--- src/rtl/pll_lock_reset_pkg.sv ---
// Shared definitions for the PLL lock / system reset sequencer.
package pll_lock_reset_pkg;

    localparam int STATE_W = 3;
    localparam int LOSS_W  = 8;

    typedef enum logic [STATE_W-1:0] {
        ST_WAIT_LOCK = 3'd0,
        ST_STABLE    = 3'd1,
        ST_HOLD      = 3'd2,
        ST_RUN       = 3'd3,
        ST_PLL_RESET = 3'd4
    } state_e;

endpackage

--- src/rtl/sync_bit.sv ---
// Single-bit clock-domain-crossing synchronizer: STAGES flops, async active-low reset to 0.
module sync_bit #(
    parameter int STAGES = 2
) (
    input  logic clock,
    input  logic reset_n,
    input  logic d,
    output logic q
);

    logic [STAGES-1:0] chain_q;
    logic [STAGES-1:0] chain_d;

    // Shift the asynchronous input one stage further down the chain each cycle.
    always_comb begin
        chain_d = {chain_q[STAGES-2:0], d};
    end

    // Chain registers; bit 0 is the metastability-exposed first stage.
    always_ff @(posedge clock or negedge reset_n) begin
        if (!reset_n) begin
            chain_q <= '0;
        end else begin
            chain_q <= chain_d;
        end
    end

    assign q = chain_q[STAGES-1];

endmodule

--- src/rtl/pll_lock_reset.sv ---
// Reset sequencer downstream of the board PLL: qualifies lock, holds the
// system in reset, re-resets the PLL on a lock timeout and counts run-time lock drops.
module pll_lock_reset
    import pll_lock_reset_pkg::*;
#(
    parameter int SYNC_STAGES    = 2,
    parameter int STABLE_CYCLES  = 1024,
    parameter int HOLD_CYCLES    = 256,
    parameter int TIMEOUT_CYCLES = 1048576,
    parameter int PLL_RST_CYCLES = 16,
    parameter int CNT_W          = 21
) (
    input  logic               clock,
    input  logic               reset_n,
    input  logic               locked,
    output logic               pll_rst,
    output logic               sys_rst_n,
    output logic               ready,
    output logic [LOSS_W-1:0]  lock_losses,
    output logic [STATE_W-1:0] state
);

    localparam logic [CNT_W-1:0]  TIMEOUT_LAST = CNT_W'(TIMEOUT_CYCLES - 1);
    localparam logic [CNT_W-1:0]  STABLE_LAST  = CNT_W'(STABLE_CYCLES - 1);
    localparam logic [CNT_W-1:0]  HOLD_LAST    = CNT_W'(HOLD_CYCLES - 1);
    localparam logic [CNT_W-1:0]  PLL_RST_LAST = CNT_W'(PLL_RST_CYCLES - 1);
    localparam logic [LOSS_W-1:0] LOSS_MAX     = '1;

    logic                 locked_s;
    logic [STATE_W-1:0]   state_q, state_d;
    logic [CNT_W-1:0]     cnt_q, cnt_d;
    logic [LOSS_W-1:0]    losses_q, losses_d;
    logic                 pll_rst_q, pll_rst_d;
    logic                 sys_rst_n_q, sys_rst_n_d;
    logic                 ready_q, ready_d;

    sync_bit #(
        .STAGES (SYNC_STAGES)
    ) u_lock_sync (
        .clock   (clock),
        .reset_n (reset_n),
        .d       (locked),
        .q       (locked_s)
    );

    // Next-state, shared dwell counter and lock-loss counter.
    always_comb begin
        state_d  = ST_WAIT_LOCK;
        losses_d = losses_q;
        case (state_q)
            ST_WAIT_LOCK: begin
                if (locked_s)                  state_d = ST_STABLE;
                else if (cnt_q == TIMEOUT_LAST) state_d = ST_PLL_RESET;
                else                           state_d = ST_WAIT_LOCK;
            end
            ST_STABLE: begin
                if (!locked_s)                 state_d = ST_WAIT_LOCK;
                else if (cnt_q == STABLE_LAST) state_d = ST_HOLD;
                else                           state_d = ST_STABLE;
            end
            ST_HOLD: begin
                if (!locked_s)                 state_d = ST_WAIT_LOCK;
                else if (cnt_q == HOLD_LAST)   state_d = ST_RUN;
                else                           state_d = ST_HOLD;
            end
            ST_RUN: begin
                if (!locked_s) begin
                    state_d = ST_WAIT_LOCK;
                    if (losses_q != LOSS_MAX) losses_d = losses_q + LOSS_W'(1);
                end else begin
                    state_d = ST_RUN;
                end
            end
            ST_PLL_RESET: begin
                // Lock is meaningless while the PLL itself is held in reset.
                if (cnt_q == PLL_RST_LAST)     state_d = ST_PLL_RESET == ST_PLL_RESET ? ST_WAIT_LOCK : ST_WAIT_LOCK;
                else                           state_d = ST_PLL_RESET;
            end
            default: state_d = ST_WAIT_LOCK;
        endcase

        // Counter restarts on every state change; RUN has no dwell limit so it idles there.
        if (state_d != state_q)     cnt_d = '0;
        else if (state_q == ST_RUN) cnt_d = cnt_q;
        else                        cnt_d = cnt_q + CNT_W'(1);
    end

    // Outputs decoded from the next state so they switch on the same edge as the state.
    always_comb begin
        sys_rst_n_d = (state_d == ST_RUN);
        ready_d     = (state_d == ST_RUN);
        pll_rst_d   = (state_d == ST_PLL_RESET);
    end

    // State, counter and output registers; reset_n clears everything including lock_losses.
    always_ff @(posedge clock or negedge reset_n) begin
        if (!reset_n) begin
            state_q     <= ST_WAIT_LOCK;
            cnt_q       <= '0;
            losses_q    <= '0;
            pll_rst_q   <= 1'b0;
            sys_rst_n_q <= 1'b0;
            ready_q     <= 1'b0;
        end else begin
            state_q     <= state_d;
            cnt_q       <= cnt_d;
            losses_q    <= losses_d;
            pll_rst_q   <= pll_rst_d;
            sys_rst_n_q <= sys_rst_n_d;
            ready_q     <= ready_d;
        end
    end

    assign pll_rst     = pll_rst_q;
    assign sys_rst_n   = sys_rst_n_q;
    assign ready       = ready_q;
    assign lock_losses = losses_q;
    assign state       = state_q;

endmodule

--- config.mk ---
export PLATFORM = sky130hd
export DESIGN_NAME = pll_lock_reset
export DESIGN_NICKNAME = d
export VERILOG_FILES = /design/src/rtl/pll_lock_reset_pkg.sv /design/src/rtl/sync_bit.sv /design/src/rtl/pll_lock_reset.sv
export SDC_FILE = /design/constraint.sdc
export NUM_CORES = 1
export LEC_CHECK = 0
export BUFFER_PORTS_ARGS = -buffer_cell sky130_fd_sc_hd__buf_2
export CORE_MARGIN = 4
export CORE_UTILIZATION = 40
export CTS_CLUSTER_SIZE = 8
export DETAILED_ROUTE_END_ITERATION = 10
export PLACE_DENSITY_LB_ADDON = 0.05
export SYNTH_ARGS = -nofsm -noshare
export SYNTH_HDL_FRONTEND = slang
export SYNTH_HIERARCHICAL = 1
export SYNTH_SLANG_ARGS = --single-unit
--- constraint.sdc ---
create_clock -name clock -period 3.33 [get_ports clock]
set_input_delay 0.333 -clock clock [delete_from_list [all_inputs] [get_ports clock]]
set_output_delay 0.333 -clock clock [all_outputs]
set_load 0.01 [all_outputs]
==> results.md <==
- Register share of total power: between 50% and 60%
- Die area: 0.00580 sq mm
- Synth Area in XOR/XNOR: 13.2%
- Non-Filler Instances: 250
- Mean Syn Cell Area: 10.4 sq um
- Routed WL per cell: 15.0 microns
- Num Clock Sinks: 36
- Share of the synthesized area in the top cell type: 48.5%
- Fin crit period: 2.03 ns
- Leakage power: between 0.9 and 1 nW
- Post-route ant nets: 0
- Area post-placement: 0.00197 sq mm
- Final core utilization: 47.2%
- PwrDens: roughly 420 mW/mm^2
- Largest family of logic cells by synthesized area: simple AND/OR/NAND/NOR gates
- Top cells by area, synth: dfrtp_1, xnor2_1, xor2_1, nand3_1, nor2_1
- Worst min path class: in2async
- Max-cap violations: 0
- Switching Fraction: 21.8%
- Nets: 202
- GR Overflow Total: 0
- Slew headroom: 48.3%
- GP Congestion: ~0.84
- Crit path cell chain: nand3b_2 -> a311oi_4 -> and4_1 -> nand3_1 -> xnor2_1
- Ports: 17
- Post-placement cell count: around 240
- Maximum VDD drop: 0.000256 V
- Largest net degree at the start of global routing: 37
- Synth cell types: 41
- Post-Syn Nets: between 150 and 200
- Synth Area in Simple Gates: 30.1%
- Width of the die: 76.2 microns
- Final worst slack: 1.30 ns
- Via-to-Cell Ratio: 5.49
- Syn Std Cell Area: 0.00186 sq mm
- Slew Limit Fails: 0
- Dpl hpwl: 2810 microns
- RSZ-0062 raised after global routing: false
- # rows: 24
- Delay of the slowest critical-path stage: between 0.4 and 0.5 ns
- CP Max Fanout: 8
- Crit-path slowest cell: a311oi_4
- Outcome: complete, no violations
- Clk pwr share: 43.1%
- CTS tree: yes
- Root Buffer: clkbuf_8
- Top Family by Delay on Critical Path: simple AND/OR/NAND/NOR gates
- Peak Freq: 0.492 GHz
- Least-Margin Pin Slew: 0.776 ns
- FF-to-FF setup slack: 1.30 ns
- Worst hold slack: 0.117 ns
- Via count: 1373
- Initial antenna violation count: 0
- Most frequent cells in the layout: dfrtp_1, nor2_1, nand3_1, buf_2, xnor2_1
- Pre-CTS setup slack: 1.30 ns
- CORE AREA: 0.00441 sq mm
- Most common cell after layout, fill and taps aside: dfrtp_1
- Final worst path period share: 61.1%
- Post-Route WL: 3760 microns
- Required time worst endpoint: 3.50 ns
- H-tree levels: 2
- Buffers on Ports: 16
- DR pass1 iterations: 4
- Clock skew: 0.00762 ns
- Synthesis-stage register bit count: 36
- TNS Setup: 0 ns
- Setup crit end kind: flop
- Reg2Reg Depth: 5
- Net Sw Power: 0.189 mW
- GRT Util Overall: 13.6%
- PnR Total Power: approximately 0.87 mW
- WP buf/inv: 0
- DRT iter0 DRCs: 58
- Fill cell count: 427
- Post CTS Setup Buffer Count: 0
- Worst setup SP type: flop
- Int Pwr: between 0.6 and 0.7 mW
- TritonCTS buffer count: 5
- Die Height: 76.2 microns
- Worst Path Arrival: 2.21 ns
- ANT cells: 0
- Layout cell share with drive strength beyond 1: 21.2%
- Clock-pin slew on the worst setup and hold paths: 0.07 ns
- Area growth, synth to finish: 12.0%
- Adder-Cell Fraction of Synth Area: 1.35%
- Worst-Skew Late Latency: roughly 0.29 ns
- First-pass GRT wire length: ~6300 microns
- Largest area contributor in the netlist: dfrtp_1
- Setup CP Type: reg2reg
- Fin area: 0.00208 sq mm
- Final hold viol count: 0
- Reg2reg end: lock_losses[5]$_DFFE_PN0P_
- # setup viols final: 0
- Launching point of the worst reg2reg path: state[2]$_DFF_PN0_
- Residual DRC count: 0
- Synth warnings: 6
- CTS resizes: 0
- Mux share of post-synthesis cell area: 1.14%
- Vias in the first global route: 1335
- Initial Util: 42.1%
- Max clock buf depth: 2
- Synth Area in Compound Gates: 3.70%
- Sequential share of the synthesized area: 48.5%
- Combinational power share: 4.8%
- Synthesized instance count: 179
- Hold buffer count at cts: 0
-- synthesized netlist by cell type --
cell type / number
nor2_2: 6
o32ai_1: 1
dfrtp_1: 36
nand4_1: 4
nand2b_1: 2
and4_1: 2
buf_4: 1
clkbuf_1: 3
nand2_2: 1
mux2i_1: 1
or3b_1: 1
a31oi_1: 2
nor2_1: 23
or4b_1: 1
xor2_1: 13
mux2_2: 1
nand3_1: 18
ha_1: 2
and2_4: 1
and2_1: 2
a31o_2: 1
or3_1: 1
nor4_4: 1
nor4_1: 2
or4_4: 2
buf_6: 1
xnor2_1: 15
and3_2: 1
inv_1: 2
a21oi_1: 1
nand3_2: 1
nand2_1: 8
nor4b_1: 1
and4_4: 1
and3_1: 7
nor3_1: 7
a21o_1: 1
nor2b_1: 2
nand3b_2: 1
a311oi_4: 1
nor4_2: 1
-- worst max-delay path by stage --
| stage | depth (start not counted) | slack, ns | endpoint | start |
|---|---|---|---|---|
| floorplan | 6 | 1.55 | cnt_q[19]$_DFFE_PN0P_ | cnt_q[10]$_DFFE_PN0P_ |
| global placement | 5 | 1.36 | lock_losses[5]$_DFFE_PN0P_ | state[2]$_DFF_PN0_ |
| detailed placement | 5 | 1.30 | lock_losses[5]$_DFFE_PN0P_ | state[2]$_DFF_PN0_ |
| CTS | 5 | 1.28 | lock_losses[5]$_DFFE_PN0P_ | state[2]$_DFF_PN0_ |
| global route | 5 | 1.16 | lock_losses[5]$_DFFE_PN0P_ | state[2]$_DFF_PN0_ |
| finish | 5 | 1.30 | lock_losses[5]$_DFFE_PN0P_ | state[2]$_DFF_PN0_ |
-- cell families after synthesis --
kind of cell | after synthesis
adder cells (fa/ha/maj) | 2
XOR/XNOR | 28
AO/OA/AOI/OAI | 7
AND/OR/NAND/NOR | 97
buffers and inverters | 7
multiplexers | 2
flip-flops | 36
-- layout make-up --
type,count,area [sq um],share of cell area [%]
well taps,52,65.1,3.12
repair buffers,16,80.1,3.85
multi-input cells,136,921,44.2
inverters,2,7.51,0.361
flip-flops and latches,36,901,43.3
clock buffers,6,72.6,3.49
clock inverters,2,35.0,1.68
-- worst register-to-register path: stages, from the launching register on --
cell	delay, ns
dfrtp_1	0.45
nand3b_2	0.39
a311oi_4	0.47
and4_1	0.35
nand3_1	0.12
xnor2_1	0.14
-- power groups by stage --
stage,combinational [mW],clock (mW),sequential (mW)
floorplan,0.0280,0,0.459
global placement,0.0419,0,0.460
detailed placement,0.0430,0,0.461
CTS,0.0433,0.384,0.453
global route,0.0479,0.404,0.454
finish,0.0416,0.375,0.453
-- per-layer routing --
| metal | track usage (%) | vias up | wire, microns |
|---|---|---|---|
| met3 | 3.43 | 9 | 167 |
| met1 | 18.8 | 682 | 1840 |
| met5 | 0 | - | 0 |
| met4 | 6.64 | 0 | 100 |
| met2 | 19.6 | 29 | 1650 |
| li1 | - | 653 | - |
-- flip-flops by register name (all words and copies together) (netlist names) --
signal and cells:
pll_rst 1, lock_losses 8, state 3, u_lock_sync/chain_q 2, cnt_q 21, ready 1
Power figures use the tool's default switching activity.
